**config.mk**
```make
export PLATFORM = sky130hd
export DESIGN_NAME = dest_shift_ctrl
export DESIGN_NICKNAME = d
export VERILOG_FILES = /design/src/rtl/dest_ctrl_pkg.sv /design/src/rtl/dest_pass_counter.sv /design/src/rtl/dest_shift_ctrl.sv
export SDC_FILE = /design/constraint.sdc
export NUM_CORES = 1
export LEC_CHECK = 0
export BUFFER_PORTS_ARGS = -buffer_cell sky130_fd_sc_hd__buf_2
export CORE_UTILIZATION = 50
export CTS_CLUSTER_DIAMETER = 30
export DETAILED_ROUTE_END_ITERATION = 10
export GPL_TIMING_DRIVEN = 1
export MAX_ROUTING_LAYER = met4
export PLACE_DENSITY = 0.91
export SLEW_MARGIN = 5
export SYNTH_ARGS = -nofsm -noshare
export SYNTH_HDL_FRONTEND = slang
export SYNTH_SLANG_ARGS = --single-unit
```
**constraint.sdc**
```tcl
create_clock -name clk -period 2.5 [get_ports clk]
set_clock_uncertainty 0.1 [all_clocks]
set_input_delay 0.25 -clock clk [delete_from_list [all_inputs] [get_ports clk]]
set_output_delay 0.25 -clock clk [all_outputs]
set_load 0.005 [all_outputs]
```
**src/rtl/dest_ctrl_pkg.sv**
```systemverilog
// Shared encodings for the ALU destination shift-register controller.
package dest_ctrl_pkg;

   localparam int unsigned DEF_NUM_PASSES = 4;

   typedef enum logic [1:0] {
      ST_IDLE    = 2'd0,
      ST_COLLECT = 2'd1,
      ST_LAST    = 2'd2,
      ST_WB_REQ  = 2'd3
   } state_t;

   typedef enum logic [1:0] {
      DT_NONE = 2'b00,
      DT_VGPR = 2'b01,
      DT_SGPR = 2'b10,
      DT_EXEC = 2'b11
   } dest_type_t;

endpackage

```
**src/rtl/dest_pass_counter.sv**
```systemverilog
// Counts 16-lane result passes of one wavefront; wraps to 0 after the last pass.
module dest_pass_counter
   import dest_ctrl_pkg::*;
#(
   parameter int unsigned NUM_PASSES = DEF_NUM_PASSES,
   localparam int unsigned CNT_W = (NUM_PASSES > 1) ? $clog2(NUM_PASSES) : 1
) (
   input  logic             clk,
   input  logic             rst,
   input  logic             inc,
   input  logic             clear,
   output logic [CNT_W-1:0] pass_cnt,
   output logic             is_last
);

   assign is_last = (pass_cnt == CNT_W'(NUM_PASSES - 1));

   always_ff @(posedge clk or negedge rst) begin
      if (!rst) begin
         pass_cnt <= '0;
      end else if (clear) begin
         pass_cnt <= '0;
      end else if (inc) begin
         pass_cnt <= is_last ? '0 : pass_cnt + 1'b1;
      end
   end

endmodule

```
**src/rtl/dest_shift_ctrl.sv**
```systemverilog
// Sequences destination-buffer load/shift per ALU pass and issues the
// VGPR/SGPR writeback request once the wavefront result is complete.
module dest_shift_ctrl
   import dest_ctrl_pkg::*;
#(
   parameter int unsigned NUM_PASSES = DEF_NUM_PASSES,
   parameter int unsigned WFID_W     = 6,
   parameter int unsigned VADDR_W    = 10,
   parameter int unsigned SADDR_W    = 9
) (
   input  logic               clk,
   input  logic               rst,
   input  logic               issue_valid,
   output logic               issue_ready,
   input  logic [WFID_W-1:0]  issue_wfid,
   input  logic [1:0]         issue_dest_type,
   input  logic [VADDR_W-1:0] issue_vgpr_addr,
   input  logic [SADDR_W-1:0] issue_sgpr_addr,
   input  logic               alu_pass_valid,
   output logic               alu_stall,
   output logic               dest_buffer_wr_en,
   output logic               dest_buffer_shift_en,
   output logic               vgpr_wr_req,
   output logic               sgpr_wr_req,
   output logic [VADDR_W-1:0] wb_vgpr_addr,
   output logic [SADDR_W-1:0] wb_sgpr_addr,
   output logic [WFID_W-1:0]  wb_wfid,
   output logic               wb_exec_sel,
   input  logic               wb_ack,
   output logic               instr_done,
   output logic               protocol_err
);

   localparam int unsigned CNT_W = (NUM_PASSES > 1) ? $clog2(NUM_PASSES) : 1;

   state_t           state;
   dest_type_t       lat_type;
   logic [CNT_W-1:0] pass_cnt;
   logic             is_last;
   logic             pass_inc;
   logic             cnt_clear;

   assign pass_inc  = (state == ST_COLLECT) && alu_pass_valid;
   assign cnt_clear = (state == ST_IDLE) && issue_valid;

   dest_pass_counter #(
      .NUM_PASSES(NUM_PASSES)
   ) u_pass_counter (
      .clk     (clk),
      .rst     (rst),
      .inc     (pass_inc),
      .clear   (cnt_clear),
      .pass_cnt(pass_cnt),
      .is_last (is_last)
   );

   always_ff @(posedge clk or negedge rst) begin
      if (!rst) begin
         state                <= ST_IDLE;
         lat_type             <= DT_NONE;
         issue_ready          <= 1'b1;
         alu_stall            <= 1'b0;
         dest_buffer_wr_en    <= 1'b0;
         dest_buffer_shift_en <= 1'b0;
         vgpr_wr_req          <= 1'b0;
         sgpr_wr_req          <= 1'b0;
         wb_vgpr_addr         <= '0;
         wb_sgpr_addr         <= '0;
         wb_wfid              <= '0;
         wb_exec_sel          <= 1'b0;
         instr_done           <= 1'b0;
         protocol_err         <= 1'b0;
      end else begin
         dest_buffer_wr_en    <= 1'b0;
         dest_buffer_shift_en <= 1'b0;
         instr_done           <= 1'b0;

         // Passes are only meaningful in COLLECT; anywhere else they are dropped.
         if (alu_pass_valid && (state != ST_COLLECT)) begin
            protocol_err <= 1'b1;
         end

         case (state)
            ST_IDLE: begin
               if (issue_valid) begin
                  lat_type     <= dest_type_t'(issue_dest_type);
                  wb_vgpr_addr <= issue_vgpr_addr;
                  wb_sgpr_addr <= issue_sgpr_addr;
                  wb_wfid      <= issue_wfid;
                  issue_ready  <= 1'b0;
                  state        <= ST_COLLECT;
               end
            end
            ST_COLLECT: begin
               if (alu_pass_valid) begin
                  dest_buffer_wr_en    <= 1'b1;
                  dest_buffer_shift_en <= (pass_cnt != '0);
                  if (is_last) begin
                     alu_stall <= 1'b1;
                     state     <= ST_LAST;
                  end
               end
            end
            ST_LAST: begin
               if (lat_type == DT_NONE) begin
                  alu_stall   <= 1'b0;
                  issue_ready <= 1'b1;
                  instr_done  <= 1'b1;
                  state       <= ST_IDLE;
               end else begin
                  vgpr_wr_req <= (lat_type == DT_VGPR);
                  sgpr_wr_req <= (lat_type == DT_SGPR) || (lat_type == DT_EXEC);
                  wb_exec_sel <= (lat_type == DT_EXEC);
                  state       <= ST_WB_REQ;
               end
            end
            ST_WB_REQ: begin
               if (wb_ack) begin
                  vgpr_wr_req <= 1'b0;
                  sgpr_wr_req <= 1'b0;
                  wb_exec_sel <= 1'b0;
                  alu_stall   <= 1'b0;
                  issue_ready <= 1'b1;
                  instr_done  <= 1'b1;
                  state       <= ST_IDLE;
               end
            end
            default: state <= ST_IDLE;
         endcase
      end
   end

endmodule
```
==> results of run 1 <==
## final timing paths
| kind | to | slack (ns) |
|---|---|---|
| worst max register to register | wb_wfid[1] | 0.77 |
| max in group asynchronous | wb_sgpr_addr[6] | 1.32 |
| worst max-delay path | wb_wfid[1] | 0.77 |
| worst min register to register | protocol_err | 0.39 |
| min in group asynchronous | wb_vgpr_addr[8] | 0.44 |
| worst min-delay path | wb_vgpr_addr[3] | 0.02 |
## per-stage QoR
| step | cell area, µm² | hold slack (ns) |
|---|---|---|
| 6_report | 2060 | 0.0241 |
| 5_1_grt | 2060 | 0.00214 |
| 4_1_cts | 2060 | 0.0117 |
| 3_5_place_dp | 1970 | 0.304 |
| 3_3_place_gp | 1970 | 0.280 |
| 2_1_floorplan | 1610 | -0.146 |
## power by group
group          total, µW  switching (µW)  internal, µW
combinational        862             346           516
sequential          1170             216           956
clock                414             205           208
## what timing repair did
| action | 4_1_cts | 5_1_grt |
|---|---|---|
| setup endpoints to repair | 0 | 0 |
| buffers inserted | 0 | 0 |
| hold buffers | 1 | 0 |
| endpoints found under the hold margin | 39 | 0 |
## worst reg2reg max path, cell delays in order, from the launching register on
cell	delay, ns
dfrtp_1	0.52
nand2b_4	0.23
nor2_8	0.36
mux2_2	0.41
## per-layer routing
metal	part of all wire	wire length, µm	vias to the layer above
li1	-	-	535
met1	0.40	1200	537
met2	0.51	1530	50
met3	0.070	211	7
met4	0.017	51	0
met5	0	0	-
## cell families after synthesis
family / Yosys count / share of synthesized area
multiplexers: 28 / 0.195
flip-flops: 40 / 0.621
AND/OR/NAND/NOR: 17 / 0.0737
adder cells (fa/ha/maj): 2 / 0.0155
AO/OA/AOI/OAI: 16 / 0.0675
buffers and inverters: 9 / 0.0272
## registers in the layout, indices dropped and copies added (netlist names)
| register | flops |
|---|---|
| alu_stall | 1 |
| sgpr_wr_req | 1 |
| dest_buffer_shift_en | 1 |
| lat_type | 2 |
| wb_vgpr_addr | 10 |
| dest_buffer_wr_en | 1 |
| wb_sgpr_addr | 9 |
| wb_exec_sel | 1 |
| wb_wfid | 6 |
| u_pass_counter.pass_cnt | 2 |
| state | 2 |
| instr_done | 1 |
| issue_ready | 1 |
| vgpr_wr_req | 1 |
| protocol_err | 1 |
## cell type report
| class | instances | area, µm² |
|---|---|---|
| well taps | 44 | 55.1 |
| multi-input cells | 63 | 567 |
| fillers | 254 | 995 |
| repair buffers | 66 | 335 |
| inverters | 5 | 18.8 |
| clock buffers | 5 | 37.5 |
| flip-flops and latches | 40 | 1000 |
| clock inverters | 3 | 42.5 |
## cell usage in the layout (no fill, tap or decap), drive strengths merged, types with 2 or more instances in the layout
cell type / Yosys / layout
a21oi: 2 / 2
ha: 2 / 2
inv: 5 / 5
dfrtp: 39 / 39
mux2: 27 / 27
nand2b: 2 / 2
nand3: 3 / 3
buf: 4 / 65
nand2: 2 / 2
nor2: 3 / 3
clkbuf: 0 / 5
o2bb2ai: 2 / 2
o21ai: 5 / 5
==> impl_metrics.py, run 1 <==
metrics = {
    "sta": {
        "period_needed_ns": 1.73,
        "final.period_utilization": 0.692,
        "slew_headroom": 0.436,
        "worst_slew_pin_slew_ns": 0.846,
        "rsz0062_at_grt": "no",
        "finalWorstSetupSlack_ns": 0.770,
        "finalSetupViolations": 0,
        "fmax_mhz": 578,
        "fin_tns_setup_ns": 0,
        "hold_violations": 0,
        "finalMaxSlewViolations": 0,
    },
    "global_route": {
        "grt_use_total": 0.202,
        "use_met3": 0.0681,
        "grt.busiest_layer": "met2",
        "grt_pass1_wl_mm": 4.91,
        "use_met2": 0.349,
        "grt_max_degree": 41,
        "antenna_found_initial": 0,
        "grt_overflow_total": 0,
        "groute.layer.met1.usage": 0.208,
        "first_global_vias": 1152,
    },
    "synthesis": {
        "synth-seq-cells": 40,
        "yosysMostFrequentCell": "dfrtp_1",
        "syn-cell-area_um2": 1610,
        "synth.distinct_cells": 32,
        "seq_area_frac_synth": 0.621,
        "yosys_warnings": 0,
        "synthCells": 112,
        "synth_edf_count": 0,
        "yosys.area.top_type": "dfrtp_1",
        "ys_top_cells_by_area": "dfrtp_1, mux2_2, dfstp_2",
        "synth_top_area_share": 0.605,
        "synthTopCellsByCount": "dfrtp_1, mux2_2, inv_1",
        "synth_top_flop_cell": "dfrtp_1",
        "synth.avg_cell_area_um2": 14.4,
        "ys_async_sr_fraction": 1.00,
        "synth_nets": 146,
    },
    "setup_path": {
        "critPathTopFamily": "simple AND/OR/NAND/NOR gates",
        "cp-end-kind": "flip-flop",
        "worst-path-buf-inv": 0,
        "r2r_cells": 3,
        "r2r_start": "state[0]",
        "slowest_delay_ns": 0.52,
        "crit_fanout": 28,
        "cp.required_ns": 2.63,
        "critical_path_depth": 3,
        "crit_path_cell_trace": "nand2b_4 > nor2_8 > mux2_2",
        "critical_path_class": "flip-flop to flip-flop",
        "crit_start": "state[0]",
        "cp.arrival_ns": 1.86,
        "start_kind": "flip-flop",
        "slowest_stage": "dfrtp_1",
    },
    "drt": {
        "detail_route.iter0.violations": 31,
        "first_pass_iters": 4,
        "wl_per_cell_um": 13.3,
        "avgViaCountPerCell": 5.00,
        "drt-total-wl_mm": 3.00,
        "drc": 0,
        "num_vias": 1129,
        "ant_nets": 0,
    },
    "floorplanning": {
        "start_util": 0.528,
        "core-area_um2": 3050,
        "die_h_um": 58.8,
        "rows": 20,
        "die_area_um2": 3460,
        "die_x_um": 58.8,
        "pin_count": 66,
    },
    "placement": {
        "post-place-cells": 217,
        "gp_congestion": 0.871,
        "port_buffers": 65,
        "dp_slack_ns": 0.776,
        "hpwlAfterDp_mm": 2.17,
    },
    "hold_path": {
        "min_path_cells": 2,
        "min-delay-start": "issue_vgpr_addr[3]",
        "min_path_type": "input port to flip-flop",
    },
    "layout": {
        "fin_cells": 226,
        "post-route-util": 0.674,
        "diodes": 0,
        "nets": 215,
        "final_layout_size_suffix_gt1_frac": 0.571,
        "area_growth_pct": 27.6,
    },
    "clock_network": {
        "cts_max_level": 2,
        "worstSkewPairLatency_ns": 0.34,
        "path_clk_slew_ns": 0.12,
        "cts_max_path_buffers": 2,
        "cts_resized": 0,
        "cts_tree": "built",
        "numCtsBuffers": 5,
        "clock_sinks": 40,
        "root_buffer": "clkbuf_4",
    },
    "power": {
        "leakage_uw": 0.00102,
        "ir_worst_vdd_v": 0.000711,
        "total_power_uw": 2450,
        "power_density_nw_per_um2": 1190,
    },
    "status": {
        "status": "completed",
    },
    "job": {
        "drv_cap": 0,
    },
}
Power figures use the tool's default switching activity.
==> run 2: changes to the inputs <==
--- a/config.mk
+++ b/config.mk
@@ -5,13 +5,14 @@
 export SDC_FILE = /design/constraint.sdc
 export NUM_CORES = 1
 export LEC_CHECK = 0
+export ABC_AREA = 1
 export BUFFER_PORTS_ARGS = -buffer_cell sky130_fd_sc_hd__buf_2
-export CORE_UTILIZATION = 50
+export CORE_UTILIZATION = 48
 export CTS_CLUSTER_DIAMETER = 30
 export DETAILED_ROUTE_END_ITERATION = 10
 export GPL_TIMING_DRIVEN = 1
 export MAX_ROUTING_LAYER = met4
-export PLACE_DENSITY = 0.91
+export PLACE_DENSITY = 0.87
 export SLEW_MARGIN = 5
 export SYNTH_ARGS = -nofsm -noshare
 export SYNTH_HDL_FRONTEND = slang
==> constraint.sdc (replaced) <==
create_clock -name clk -period 1.6 [get_ports clk]
set_clock_uncertainty 0.1 [all_clocks]
set_input_delay 0.16 -clock clk [delete_from_list [all_inputs] [get_ports clk]]
set_output_delay 0.16 -clock clk [all_outputs]
set_load 0.005 [all_outputs]
==> impl_metrics.py, run 2 <==
metrics = {
    "floorplanning": {
        "start_util": 0.505,
        "die_h_um": 61.2,
        "core-area_um2": 3340,
        "die_area_um2": 3750,
        "die_x_um": 61.2,
        "pin_count": 66,
        "rows": 21,
    },
    "global_route": {
        "antenna_found_initial": 0,
        "grt_pass1_wl_mm": 6.58,
        "grt_max_degree": 22,
        "grt_use_total": 0.258,
        "first_global_vias": 1539,
        "grt_overflow_total": 0,
    },
    "clock_network": {
        "cts_max_path_buffers": 2,
        "numCtsBuffers": 5,
        "cts_tree": "built",
        "cts_resized": 0,
        "postCtsHoldBufs": 29,
        "root_buffer": "clkbuf_4",
        "cts_max_level": 2,
        "worstSkewPairLatency_ns": 0.36,
        "clock_sinks": 40,
        "path_clk_slew_ns": 0.13,
        "cts_setup_buffers": 0,
    },
    "power": {
        "ir_worst_vdd_v": 0.000928,
        "leakage_uw": 0.00139,
        "power_density_nw_per_um2": 1620,
    },
    "synthesis": {
        "yosys_warnings": 0,
        "synth.avg_cell_area_um2": 8.77,
        "synth-xor-area-share": 0,
        "synth_compound_area_frac": 0.0364,
        "yosysMostFrequentCell": "nand2_1",
        "ys_async_sr_fraction": 1.00,
        "ys_top_cells_by_area": "dfrtp_1, nand2_1, nand3_1",
        "synthTopCellsByCount": "nand2_1, dfrtp_1, nand3_1",
        "synth_nets": 226,
        "synth_top_area_share": 0.579,
        "yosys.area_share.adder": 0.0149,
        "synth.distinct_cells": 21,
        "yosys.area_share.simple": 0.282,
        "synth-seq-cells": 40,
        "syn-cell-area_um2": 1680,
        "yosys.area.top_type": "dfrtp_1",
        "synth_top_flop_cell": "dfrtp_1",
        "synthMuxAreaShare": 0,
        "synth_top_family_by_area": "simple AND/OR/NAND/NOR gates",
        "seq_area_frac_synth": 0.595,
        "synthCells": 192,
        "synth_edf_count": 0,
    },
    "sta": {
        "finalWorstSetupSlack_ns": 0.210,
        "slew_headroom": 0.693,
        "period_needed_ns": 1.39,
        "final.period_utilization": 0.869,
        "fin_tns_setup_ns": 0,
        "fmax_mhz": 720,
        "worst_slew_pin_slew_ns": 0.461,
        "hold_violations": 0,
        "finalSetupViolations": 0,
        "finalMaxSlewViolations": 0,
        "rsz0062_at_grt": "no",
    },
    "placement": {
        "port_buffers": 65,
        "dp_slack_ns": 0.276,
        "hpwlAfterDp_mm": 2.60,
        "gp_congestion": 0.811,
        "placed_area_um2": 2070,
    },
    "layout": {
        "diodes": 0,
        "reg_top3": "wb_vgpr_addr (10), wb_sgpr_addr (9), wb_wfid (6)",
        "largest-register": "wb_vgpr_addr",
        "final_common_cell": "nand2_1",
        "nets": 324,
        "multi_input_area_um2": 562,
        "stdcell_area_um2": 2440,
        "final_layout_size_suffix_gt1_frac": 0.299,
        "largest_reg_flops": 10,
        "area_growth_pct": 44.8,
        "ff_latch_area_um2": 1000,
        "final_cell_mix": "nand2_1, buf_2, dfrtp_1, nand3_1, dlygate4sd3_1",
        "fillers": 262,
    },
    "hold_path": {
        "min_path_type": "input port to flip-flop",
    },
    "setup_path": {
        "crit_fanout": 12,
        "critical_path_class": "flip-flop to flip-flop",
        "regToRegSetupSlack_ns": 0.21,
        "cp.required_ns": 1.74,
        "start_kind": "flip-flop",
        "cp-end-kind": "flip-flop",
        "cp.arrival_ns": 1.53,
    },
    "status": {
        "status": "completed",
    },
    "drt": {
        "ant_nets": 0,
        "wl_per_cell_um": 12.4,
        "avgViaCountPerCell": 4.77,
        "drc": 0,
        "num_vias": 1607,
        "drt-total-wl_mm": 4.16,
        "detail_route.iter0.violations": 70,
        "first_pass_iters": 4,
    },
    "job": {
        "drv_cap": 0,
    },
}
## run 2: cell count changes after synthesis, moves of 3 or more
cell,previous run,this run
nand3_1,3,30
nor2_1,2,9
mux2_2,27,0
inv_1,5,15
nor2_2,0,3
nand2_1,2,68
## run 2: path summary, 6_finish.rpt
| path | start | endpoint | cells past startpoint |
|---|---|---|---|
| min reg2reg | issue_ready | issue_ready | 2 |
| max in group asynchronous | rst | wb_sgpr_addr[0] | 3 |
| min | issue_valid | wb_sgpr_addr[8] | 3 |
| max reg2reg | state[0] | u_pass_counter.pass_cnt[0] | 5 |
| max | state[0] | u_pass_counter.pass_cnt[0] | 5 |
| min in group asynchronous | rst | lat_type[1] | 2 |
## run 2: cell families (layout without fill, tap and decap cells)
| logic type | count (synthesis) | count (layout) |
|---|---|---|
| and+or+nand+nor | 113 | 113 |
| adders and majority gates | 2 | 2 |
| buffers and inverters | 26 | 125 |
| AOI/OAI and AO/OA | 11 | 11 |
| DFF | 40 | 40 |
## run 2: area by class of cell
cell class,instances,area share
sequential,40,0.411
timing repair buffer,100,0.276
multi-input combinational,126,0.230
inverter,17,0.0262
tap,46,0.0236
clock inverter,3,0.0174
clock buffer,5,0.0154
## run 2: power breakdown
part / total [µW] / leakage, µW / internal (µW) / switching (µW)
Sequential: 1710 / 0.000498 / 1450 / 262
Combinational: 1580 / 0.000847 / 687 / 894
Clock: 660 / 0.0000412 / 326 / 335
Total: 3950 / 0.00139 / 2460 / 1490
## run 2: critical path, cell delays in order, from the launching register on
cell and delay (ns):
dfrtp_1 0.46, nor2_2 0.24, nand2_1 0.10, buf_4 0.19, nand3_1 0.10, o21ai_1 0.08
## run 2: metal layers
| metal | GRT usage | routed length (µm) | vias up |
|---|---|---|---|
| met4 | 0.0844 | 67 | 0 |
| met3 | 0.0693 | 197 | 9 |
| li1 | - | - | 797 |
| met1 | 0.286 | 1660 | 747 |
| met5 | - | 0 | - |
| met2 | 0.450 | 2240 | 54 |
## run 2: per-stage QoR
| stage | util | hold WS (ns) | std cells | power [µW] |
|---|---|---|---|---|
| 2_1_floorplan | - | -0.236 | 192 | 2620 |
| 3_3_place_gp | 0.620 | 0.0373 | 300 | 3150 |
| 3_5_place_dp | 0.620 | 0.0366 | 300 | 3230 |
| 4_1_cts | 0.731 | 0.0635 | 337 | 3940 |
| 5_1_grt | 0.731 | 0.0645 | 337 | 4320 |
| 6_report | 0.731 | 0.0890 | 337 | 3950 |
==> run 3: changes to the inputs <==
--- a/config.mk
+++ b/config.mk
@@ -7,13 +7,14 @@
 export LEC_CHECK = 0
 export ABC_AREA = 1
 export BUFFER_PORTS_ARGS = -buffer_cell sky130_fd_sc_hd__buf_2
-export CORE_UTILIZATION = 48
+export CORE_UTILIZATION = 43
 export CTS_CLUSTER_DIAMETER = 30
 export DETAILED_ROUTE_END_ITERATION = 10
 export GPL_TIMING_DRIVEN = 1
 export MAX_ROUTING_LAYER = met4
-export PLACE_DENSITY = 0.87
+export PLACE_DENSITY = 0.83
 export SLEW_MARGIN = 5
 export SYNTH_ARGS = -nofsm -noshare
 export SYNTH_HDL_FRONTEND = slang
+export SYNTH_HIERARCHICAL = 1
 export SYNTH_SLANG_ARGS = --single-unit
==> constraint.sdc (replaced) <==
create_clock -name clk -period 1.1 [get_ports clk]
set_clock_uncertainty 0.1 [all_clocks]
set_input_delay 0.11 -clock clk [delete_from_list [all_inputs] [get_ports clk]]
set_output_delay 0.11 -clock clk [all_outputs]
set_load 0.005 [all_outputs]
==> impl_metrics.py, run 3 <==
metrics = {
    "status": {
        "status": "complete, but fails checks",
        "violations": "setup timing",
    },
    "setup_path": {
        "cp-end-kind": "flip-flop",
        "crit_start": "state[1]",
        "cp.required_ns": 1.19,
        "r2r_cells": 4,
        "start_kind": "flip-flop",
        "crit_fanout": 5,
        "cp.arrival_ns": 1.32,
        "r2r_start": "state[1]",
        "critical_path_class": "flip-flop to flip-flop",
    },
    "floorplanning": {
        "die_h_um": 64.4,
        "rows": 22,
        "die_x_um": 64.4,
        "die_area_um2": 4150,
        "start_util": 0.454,
        "core-area_um2": 3690,
        "pin_count": 66,
    },
    "clock_network": {
        "cts_max_path_buffers": 2,
        "root_buffer": "clkbuf_8",
        "numCtsBuffers": 5,
        "cts_tree": "built",
        "cts_max_level": 2,
        "worstSkewPairLatency_ns": 0.29,
        "path_clk_slew_ns": 0.07,
        "clock_sinks": 40,
    },
    "layout": {
        "multi_input_area_um2": 646,
        "final_layout_size_suffix_gt1_frac": 0.422,
        "largest_reg_flops": 10,
        "post-route-util": 0.734,
        "largest-register": "wb_vgpr_addr",
        "ff_latch_area_um2": 1000,
        "fillers": 256,
        "reg_top3": "wb_vgpr_addr (10), wb_sgpr_addr (9), wb_wfid (6)",
        "stdcell_area_um2": 2710,
        "diodes": 0,
        "area_growth_pct": 61.7,
        "nets": 333,
        "final_cell_mix": "nand2_1, buf_2, dfrtp_1, dlygate4sd3_1, buf_4",
        "final_common_cell": "nand2_1",
    },
    "global_route": {
        "grt_pass1_wl_mm": 7.16,
        "antenna_found_initial": 0,
        "first_global_vias": 1632,
        "grt_max_degree": 41,
        "grt_use_total": 0.237,
        "grt_overflow_total": 0,
    },
    "synthesis": {
        "syn-cell-area_um2": 1680,
        "yosys_warnings": 6,
        "yosysMostFrequentCell": "nand2_1",
        "synth-seq-cells": 40,
        "synthCells": 186,
        "synth_top_flop_cell": "dfrtp_1",
        "yosys.area.top_type": "dfrtp_1",
        "synth.avg_cell_area_um2": 9.01,
        "ys_top_cells_by_area": "dfrtp_1, nand2_1, buf_6",
        "ys_async_sr_fraction": 1.00,
        "seq_area_frac_synth": 0.598,
        "synthTopCellsByCount": "nand2_1, dfrtp_1, inv_1",
        "synth_nets": 219,
        "synth.distinct_cells": 24,
        "synth_edf_count": 0,
        "synth_top_area_share": 0.583,
    },
    "drt": {
        "avgViaCountPerCell": 4.78,
        "ant_nets": 0,
        "first_pass_iters": 4,
        "wl_per_cell_um": 13.1,
        "detail_route.iter0.violations": 138,
        "drt-total-wl_mm": 4.57,
        "num_vias": 1668,
        "drc": 0,
    },
    "sta": {
        "finalWorstSetupSlack_ns": -0.129,
        "period_needed_ns": 1.23,
        "hold_ws_ns": 0.0229,
        "finalMaxSlewViolations": 0,
        "worst_slew_pin_slew_ns": 0.248,
        "fmax_mhz": 814,
        "rsz0062_at_grt": "yes",
        "slew_headroom": 0.834,
        "final.period_utilization": 1.12,
        "hold_violations": 0,
        "finalSetupViolations": 37,
    },
    "power": {
        "power_density_nw_per_um2": 2380,
        "leakage_uw": 0.00152,
        "total_power_uw": 6460,
        "ir_worst_vdd_v": 0.00116,
    },
    "placement": {
        "hpwlAfterDp_mm": 2.61,
        "placed_area_um2": 2180,
        "gp_congestion": 0.819,
        "port_buffers": 65,
    },
    "hold_path": {
        "min_path_type": "input port to flip-flop",
        "min_path_cells": 3,
        "min-delay-start": "alu_pass_valid",
    },
    "job": {
        "drv_cap": 0,
    },
}
[run 3: cell count changes after synthesis, moves of 2 or more]
cell,delta
nor2_1,-6
nor2_4,+2
buf_4,-3
inv_1,-5
nand3_1,-22
o21ai_0,-2
nand2_1,+28
buf_6,+3
buf_1,-2
nand2_4,+2
[run 3: final timing paths]
kind                            slack, ns                   end
worst min register to register       0.37           issue_ready
worst min-delay path                 0.02             alu_stall
min in group asynchronous            0.23  dest_buffer_shift_en
max in group asynchronous            0.42           issue_ready
worst max register to register      -0.13              state[1]
worst max-delay path                -0.13              state[1]
[run 3: logic make-up after synthesis]
family | synth area share
buf+inv | 0.0620
compound gates | 0.0299
simple gates | 0.302
fa+ha+maj | 0.00747
flops | 0.598
[run 3: layer usage]
metal	track usage	wire [µm]
met5	-	0
met4	0.0694	73
met1	0.253	1660
met2	0.429	2550
met3	0.0634	287
[run 3: power by group]
group / internal [µW] / switching [µW] / leakage (µW) / total [µW]
Combinational: 1460 / 1490 / 0.000975 / 2950
Clock: 512 / 486 / 0.0000455 / 998
Sequential: 2120 / 392 / 0.000498 / 2510
Total: 4090 / 2370 / 0.00152 / 6460
[run 3: per-stage QoR]
| stage | std cells | TNS [ns] | setup WS (ns) |
|---|---|---|---|
| final | 349 | -2.50 | -0.129 |
| after detailed placement | 309 | -4.01 | -0.167 |
| after floorplan | 186 | -1.35 | -0.118 |
| after global placement | 309 | -3.17 | -0.142 |
| after global routing | 349 | -4.46 | -0.175 |
| after CTS | 347 | -2.71 | -0.111 |
[run 3: cell type report]
cell class / instances / area share
sequential: 40 / 0.371
timing repair buffer: 113 / 0.312
multi-input combinational: 127 / 0.238
clock buffer: 8 / 0.0333
inverter: 13 / 0.0236
tap: 48 / 0.0222
[run 3: repair_timing]
item                                    CTS  global route
endpoints found under the setup margin   41            39
pin swaps                                 2             4
endpoints found under the hold margin    67             0
hold buffers                             28             0
setup buffers                             2             1
gates cloned                              0             1
resized for setup                        13            22
[run 3: critical path, cell delays in order, from the launching register on]
cell	delay, ns
dfrtp_2	0.44
buf_6	0.15
nor2_4	0.18
nor2_4	0.07
a21oi_1	0.19
